### config.mk
export PLATFORM = sky130hd
export DESIGN_NAME = mem_stage
export DESIGN_NICKNAME = d
export VERILOG_FILES = /design/src/rtl/mem_stage.sv
export SDC_FILE = /design/constraint.sdc
export NUM_CORES = 1
export LEC_CHECK = 0
export CORE_ASPECT_RATIO = 0.9
export CORE_MARGIN = 4
export CORE_UTILIZATION = 38
export CTS_BUF_LIST = sky130_fd_sc_hd__clkbuf_8 sky130_fd_sc_hd__clkbuf_16
export DETAILED_ROUTE_END_ITERATION = 8
export PLACE_DENSITY = 0.78
export SYNTH_ARGS = -nofsm -noshare
export SYNTH_HDL_FRONTEND = slang
export SYNTH_SLANG_ARGS = --single-unit
### constraint.sdc
create_clock -name clk -period 4 [get_ports clk]
set_clock_uncertainty 0.05 [all_clocks]
set_input_delay 0.4 -clock clk [delete_from_list [all_inputs] [get_ports clk]]
set_output_delay 0.4 -clock clk [all_outputs]
set_load 0.005 [all_outputs]
### src/rtl/mem_stage.sv
// MEM stage of the 5-stage MIPS core: registers the EX->MEM bus, aligns and
// extends SRAM load data, and drives the WB bus plus the GPR and HI/LO forwarding buses.
module mem_stage #(
  parameter int EX_TO_MEM_WD = 145,
  parameter int MEM_TO_WB_WD = 136
) (
  input  logic                    clk,
  input  logic                    rst,
  input  logic [5:0]              stall,
  input  logic [EX_TO_MEM_WD-1:0] ex_to_mem_bus,
  input  logic [31:0]             data_sram_rdata,
  output logic [MEM_TO_WB_WD-1:0] mem_to_wb_bus,
  output logic [37:0]             mem_to_id_bus,
  output logic [65:0]             hilo_mem_to_id,
  output logic                    mem_adel
);

  localparam logic STOP = 1'b1;

  localparam logic [2:0] OP_LB  = 3'b001;
  localparam logic [2:0] OP_LBU = 3'b010;
  localparam logic [2:0] OP_LH  = 3'b011;
  localparam logic [2:0] OP_LHU = 3'b100;
  localparam logic [2:0] OP_LW  = 3'b101;

  // Picks the addressed byte/halfword (little-endian) and extends it per load type.
  function automatic logic [31:0] load_align(input logic [2:0]  op,
                                             input logic [1:0]  off,
                                             input logic [31:0] rd);
    logic signed [7:0]  b;
    logic signed [15:0] h;
    logic [31:0]        res;
    case (off)
      2'd0:    b = rd[7:0];
      2'd1:    b = rd[15:8];
      2'd2:    b = rd[23:16];
      default: b = rd[31:24];
    endcase
    h = off[1] ? rd[31:16] : rd[15:0];
    case (op)
      OP_LB:   res = 32'(b);
      OP_LBU:  res = {24'd0, b};
      OP_LH:   res = 32'(h);
      OP_LHU:  res = {16'd0, h};
      OP_LW:   res = rd;
      default: res = 32'd0;
    endcase
    return res;
  endfunction

  function automatic logic misaligned(input logic [2:0] op, input logic [1:0] off);
    return ((op == OP_LH || op == OP_LHU) && off[0]) || (op == OP_LW && off != 2'd0);
  endfunction

  logic                    held;
  logic [EX_TO_MEM_WD-1:0] ex_to_mem_bus_r;
  logic [31:0]             rdata_buf;
  logic                    buf_valid;

  assign held = (stall[3] == STOP) && (stall[4] == STOP);

  // ---- EX/MEM register boundary ----
  always_ff @(posedge clk) begin
    if (rst) begin
      ex_to_mem_bus_r <= '0;
    end else if (stall[3] == STOP && stall[4] != STOP) begin
      ex_to_mem_bus_r <= '0;
    end else if (stall[3] != STOP) begin
      ex_to_mem_bus_r <= ex_to_mem_bus;
    end
  end

  logic [31:0] ex_pc;
  logic        data_ram_en;
  logic        sel_rf_res;
  logic        rf_we;
  logic [4:0]  rf_waddr;
  logic [31:0] ex_result;
  logic [2:0]  mem_op;
  logic        hi_we;
  logic        lo_we;
  logic [31:0] hi_data;
  logic [31:0] lo_data;

  assign ex_pc       = ex_to_mem_bus_r[144:113];
  assign data_ram_en = ex_to_mem_bus_r[112];
  assign sel_rf_res  = ex_to_mem_bus_r[107];
  assign rf_we       = ex_to_mem_bus_r[106];
  assign rf_waddr    = ex_to_mem_bus_r[105:101];
  assign ex_result   = ex_to_mem_bus_r[100:69];
  assign mem_op      = ex_to_mem_bus_r[68:66];
  assign hi_we       = ex_to_mem_bus_r[65];
  assign lo_we       = ex_to_mem_bus_r[64];
  assign hi_data     = ex_to_mem_bus_r[63:32];
  assign lo_data     = ex_to_mem_bus_r[31:0];

  // The SRAM output is only valid in the first MEM cycle; keep a copy while the stage is held.
  always_ff @(posedge clk) begin
    if (rst) begin
      buf_valid <= 1'b0;
    end else if (!held) begin
      buf_valid <= 1'b0;
    end else if (data_ram_en && !buf_valid) begin
      buf_valid <= 1'b1;
    end
  end

  always_ff @(posedge clk) begin
    if (held && data_ram_en && !buf_valid) begin
      rdata_buf <= data_sram_rdata;
    end
  end

  // ---- MEM combinational result ----
  logic [31:0] rd;
  logic [31:0] load_data;
  logic [31:0] rf_wdata;
  logic        rf_we_o;

  assign rd        = buf_valid ? rdata_buf : data_sram_rdata;
  assign load_data = load_align(mem_op, ex_result[1:0], rd);
  assign mem_adel  = misaligned(mem_op, ex_result[1:0]);
  assign rf_wdata  = sel_rf_res ? load_data : ex_result;
  assign rf_we_o   = rf_we && !mem_adel;

  assign mem_to_wb_bus  = {ex_pc, rf_we_o, rf_waddr, rf_wdata, hi_we, lo_we, hi_data, lo_data};
  assign mem_to_id_bus  = {rf_we_o, rf_waddr, rf_wdata};
  assign hilo_mem_to_id = {hi_we, lo_we, hi_data, lo_data};

endmodule

Word level (Yosys, flattened, before mapping)
Cells that the tools add are included.
{"block": "totals", "out_inout_bits": 241, "ff_bits": 178, "in_bits": 185}
{"block": "classes", "n_eq_ne": 7, "mux": 5, "bitwise_logic": 2, "reduce_logical": 16}
{"operator": "$pmux W32 S5", "count": 1}
{"operator": "$mux W32", "count": 2}
{"operator": "$pmux W8 S3", "count": 1}
{"operator": "$mux W16", "count": 1}
{"operator": "$logic_and A1 B1 Y1", "count": 8}
{"operator": "$eq A3 B2 Y1 const B", "count": 2}
{"operator": "$eq A3 B3 Y1 const B", "count": 2}
{"operator": "$reduce_or A2 Y1", "count": 2}
{"operator": "$eq A3 B1 Y1 const B", "count": 1}
{"operator": "$eq A2 B1 Y1 const B", "count": 1}
{"operator": "$eq A2 B2 Y1 const B", "count": 1}
{"operator": "$logic_not A1 Y1", "count": 2}
{"operator": "$logic_not A2 Y1", "count": 1}
{"operator": "$logic_or A1 B1 Y1", "count": 2}
{"operator": "$not A1 Y1", "count": 2}
{"operator": "$reduce_bool A2 Y1", "count": 1}

Longest topological paths before layout
Gate-level depths: netlist (run 1).
{"block": "logic_depth", "depth_word": 6, "ltp_mapped": 8, "depth_no_buf": 5}

Least setup slack after synthesis (run 1)
Ideal clock, no wire load.
{"block": "synth_timing", "path_type": "in2reg", "startpoint": "input stall[3]", "endpoint": "register rdata_buf[0], enable pin", "path_stages": 5, "path_slack_ps": -207, "n_path_buf": 3, "t_arrival_ps": 3689, "path_cell_list": "clkbuf_1 -> clkbuf_1 -> buf_2 -> nand2_1 -> nor3b_1"}
{"block": "synth_between", "elab_chain_len": 3}
{"item": "start, declared", "line": "9", "text": "input logic [5:0] stall,"}
{"item": "$logic_and A1 B1 Y1", "line": "60", "text": "assign held = (stall[3] == STOP) && (stall[4] == STOP);"}
{"item": "$logic_and A1 B1 Y1 (2 in series)", "line": "109", "text": "if (held && data_ram_en && !buf_valid) begin"}
{"item": "end signal, assigned", "line": "110", "text": "rdata_buf <= data_sram_rdata;"}
{"item": "end, declared", "line": "57", "text": "logic [31:0] rdata_buf;"}
Every way passes these cells.
A chain may end at the register's enable or synchronous reset.

Final worst setup path (run 1)
{"block": "layout_timing", "startpoint": "register ex_to_mem_bus_r[67]", "endpoint": "output mem_to_id_bus[31]"}
{"block": "layout_between", "elab_chain_len": 3, "word_cells_on_any_way": 7, "cone_classes": "eq/ne (5); mux (2)"}
{"item": "start, declared", "line": "56", "text": "logic [EX_TO_MEM_WD-1:0] ex_to_mem_bus_r;"}
{"item": "start signal, assigned", "line": "69", "text": "ex_to_mem_bus_r <= ex_to_mem_bus;"}
{"item": "$eq A3 B3 Y1, or another cell as far along", "line": "40", "text": "case (op)"}
{"item": "$pmux W32 S5 *", "line": "40"}
{"item": "$mux W32 *", "line": "123", "text": "assign rf_wdata = sel_rf_res ? load_data : ex_result;"}
{"item": "end, declared", "line": "13", "text": "output logic [37:0] mem_to_id_bus,"}
Every way passes the cells marked *; elsewhere a longest branch is shown, timed or not.

==> results of run 1 <==
[where the power goes]
group          switching, W  internal (W)
clock network      0.000718      0.000999
logic              0.000278      0.000485
registers         0.0000584       0.00186
[metrics by stage]
stage	power [W]	instances	worst slack [ns]	utilization (%)	hold WS (ns)
2_1_floorplan	0.002360	883	0.9146	-	0.4053
4_1_cts	0.004453	1381	0.2534	53.44	0.3071
3_5_place_dp	0.002723	1350	0.6804	50.83	0.4345
5_1_grt	0.004583	1383	0.02611	53.46	0.3347
3_3_place_gp	0.002710	1350	0.6860	50.83	0.4227
6_report	0.004397	1383	0.2415	53.46	0.3345
[kinds of logic (layout without fill, tap and decap cells)]
family,after synthesis,in the layout,synth area share [%]
buf+inv,287,483,21.22
mux,188,188,22.70
simple gates,177,177,8.211
flops,174,174,42.16
compound gates,56,56,5.603
xor+xnor,1,1,0.09711
other cells,0,2,0
[how the worst max path moves through the flow]
stage | to | slack [ns] | depth (start not counted)
finish | mem_to_id_bus[31] | 0.24 | 5
global route | mem_to_id_bus[31] | 0.03 | 5
CTS | mem_to_wb_bus[82] | 0.25 | 5
detailed placement | mem_to_id_bus[11] | 0.68 | 7
global placement | mem_to_wb_bus[77] | 0.69 | 7
floorplan | rdata_buf[0] | 0.91 | 5
[state kept, by name, summed over array words and instances, names as in the netlist]
signal           count
rdata_buf           32
buf_valid            1
ex_to_mem_bus_r    141
[area by class of cell]
cell class	count	area (µm²)
Fill cell	2063	10860
Timing Repair Buffer	424	4255
Sequential cell	174	3805
Multi-Input combinational cell	422	3322
Clock buffer	19	475.5
Tap cell	302	377.9
Clock inverter	12	132.6
Inverter	28	105.1
Antenna cell	2	5.005
[layout by cell type, fill, tap and decap left out, types with 12 or more instances in the layout]
| cell | instances |
|---|---|
| o221ai_1 | 12 |
| mux2i_1 | 166 |
| clkbuf_16 | 19 |
| nor2_1 | 149 |
| inv_1 | 30 |
| clkdlybuf4s50_1 | 416 |
| dfxtp_1 | 141 |
| edfxtp_1 | 32 |
[routing by layer]
layer  vias up  track usage, %  wire (µm)  share of wire, %
met2       317           33.11      13300                51
met5         -               0         12             0.046
met4         2           5.932        548               2.1
met1      3135           21.72       9740                37
met3        29           6.568       2393               9.2
li1       3168               -          -                 -
[worst register-to-register path: cells and delay by family, from the launching register on]
| family | cells | cell delay [ns] |
|---|---|---|
| flops | 1 | 0.50 |
| buf+inv | 1 | 0.41 |
| simple gates | 1 | 0.25 |
==> results.md, run 1 <==
- Avg Synthesized Cell Area: between 10 and 15 µm²
- Hold Crit Start: stall[3]
- Post-Route WL: between 20000 and 30000 µm
- Critical path arrival: approximately 3.3 ns
- Worst-Margin Slew: between 0.9 and 1 ns
- GRT Residual Overflow: 0
- FF-to-FF Start: buf_valid
- CP Data Required Time: 3.55 ns
- IO Count: 426
- CP Launch Type: register
- Max cap viols: 0
- Commonest cells in the netlist: 211 x buf_4, 166 x mux2i_1, 149 x nor2_1
- All-layer global routing usage: between 10% and 20%
- Final Max Slew Viols: 0
- Critical Path Max Stage Delay: 0.60 ns
- Die W: roughly 170 µm
- CP Cell Sequence: and2b_1, and2_1, nand2_1, o221ai_1, clkdlybuf4s50_1
- Critical path endpoint category: output pin
- Ranking of synthesized cells by area: dfxtp_1 32%, mux2i_1 18%, buf_4 18%
- Post-Syn Nets: 1068
- Placed Area: 11870 µm²
- Vias in the first global route: 6714
- Port bufs: about 420
- Cts hold-fix bufs: 0
- PD cells: 352.4 nW/µm²
- Leakage: between 4 and 5 nW
- Peak VDD IR: ~0.00025 V
- Hold endpoint: ex_to_mem_bus_r[99]
- Dpl hpwl: ~20000 µm
- Clk buf depth: 2
- Num CTS Buffers: 17
- Wire length per cell: around 19 µm
- Final ANT Viol Nets: 0
- Cells after Synth: roughly 900
- Most numerous cell in the Yosys netlist: buf_4
- Slowest-stage cell, CP: nand2_1
- Vias: ~6.7k
- Critical path type: reg -> out
- Synth unique cells: 41
- Synthesis-stage register bit count: approximately 170
- Largest net degree at the start of global routing: approximately 130
- Area leader, netlist: dfxtp_1
- Worst path top cell family by delay: simple AND/OR/NAND/NOR gates
- YS warnings: 0
- Root Driver: clkbuf_16
- CTS clock-pin slew for the worst setup and hold paths: around 0.070 ns
- Vias/cell: approximately 4.8
- WHS Path Cells: 3
- RR Endpoint: rdata_buf[9]
- Main flop type after synthesis: dfxtp_1
- Count of final setup violators: 0
- Post-detailed-route DRC marker count: 0
- Ys async rst share: 0%
- Worst slew margin: 36.75%
- Flop2flop setup slack: about 2.4 ns
- Final Hold Fails: 0
- Final GP Congestion: roughly 0.86
- Post-Syn Area: ~9000 µm²
- 1st-pass router iterations: 5
- Die Ht: ~150 µm
- Clock sinks: roughly 170
- Run status: finished, final reports clean
- Core Region: roughly 23000 µm²
- Buf/Inv on CP: 1
- Nets: ~1.3k
- First-pass GRT wire length: between 30000 and 40000 µm
- Starting Density: 38.65%
- Initial antenna violation count: 3
- Fmax: roughly 270 MHz
- Resized cells post-CTS: 0
- Sum Neg Setup Slack: 0 ns
- # Post-CTS Setup Buffers: 0
- Critical Path Start: ex_to_mem_bus_r[67]
- Layout area overhead: 38.32%
- Final Cycle Share: 93.96%
- Worst-Skew Late Latency: between 0.4 and 0.5 ns
- Sequential area share after synthesis: between 40% and 50%
- Worst Hold Class: in -> reg
- Cells on worst reg2reg path: 2
- Layout cell share with drive strength beyond 1: between 6 and 7%
- Post-synth EDFFs: 32
- CTS tree: yes
- Final instance area: 12480 µm²
- Critical Path Fanout Max: 16
- 1st-iter DRT viols: between 400 and 500
- # H-tree levels: 4
- Fin crit period: approximately 3.8 ns
- Unrepaired setup endpoints after global routing: no
- Rows: 53
- Yosys top cell area share: around a third
- Die area: about 26000 µm²
Power figures use the tool's default switching activity.
==> run 2, diff against run 1 <==
SKIP_CTS_REPAIR_TIMING = 1   (was default)
==> results of run 2 <==
Same layout as run 1: the final DEF is identical, and so are final timing and power.
==> run 3, diff against run 2 <==
CTS_CLUSTER_SIZE = 20   (was default)
==> results of run 3 <==
Same layout as run 1: the final DEF is identical, and so are final timing and power.
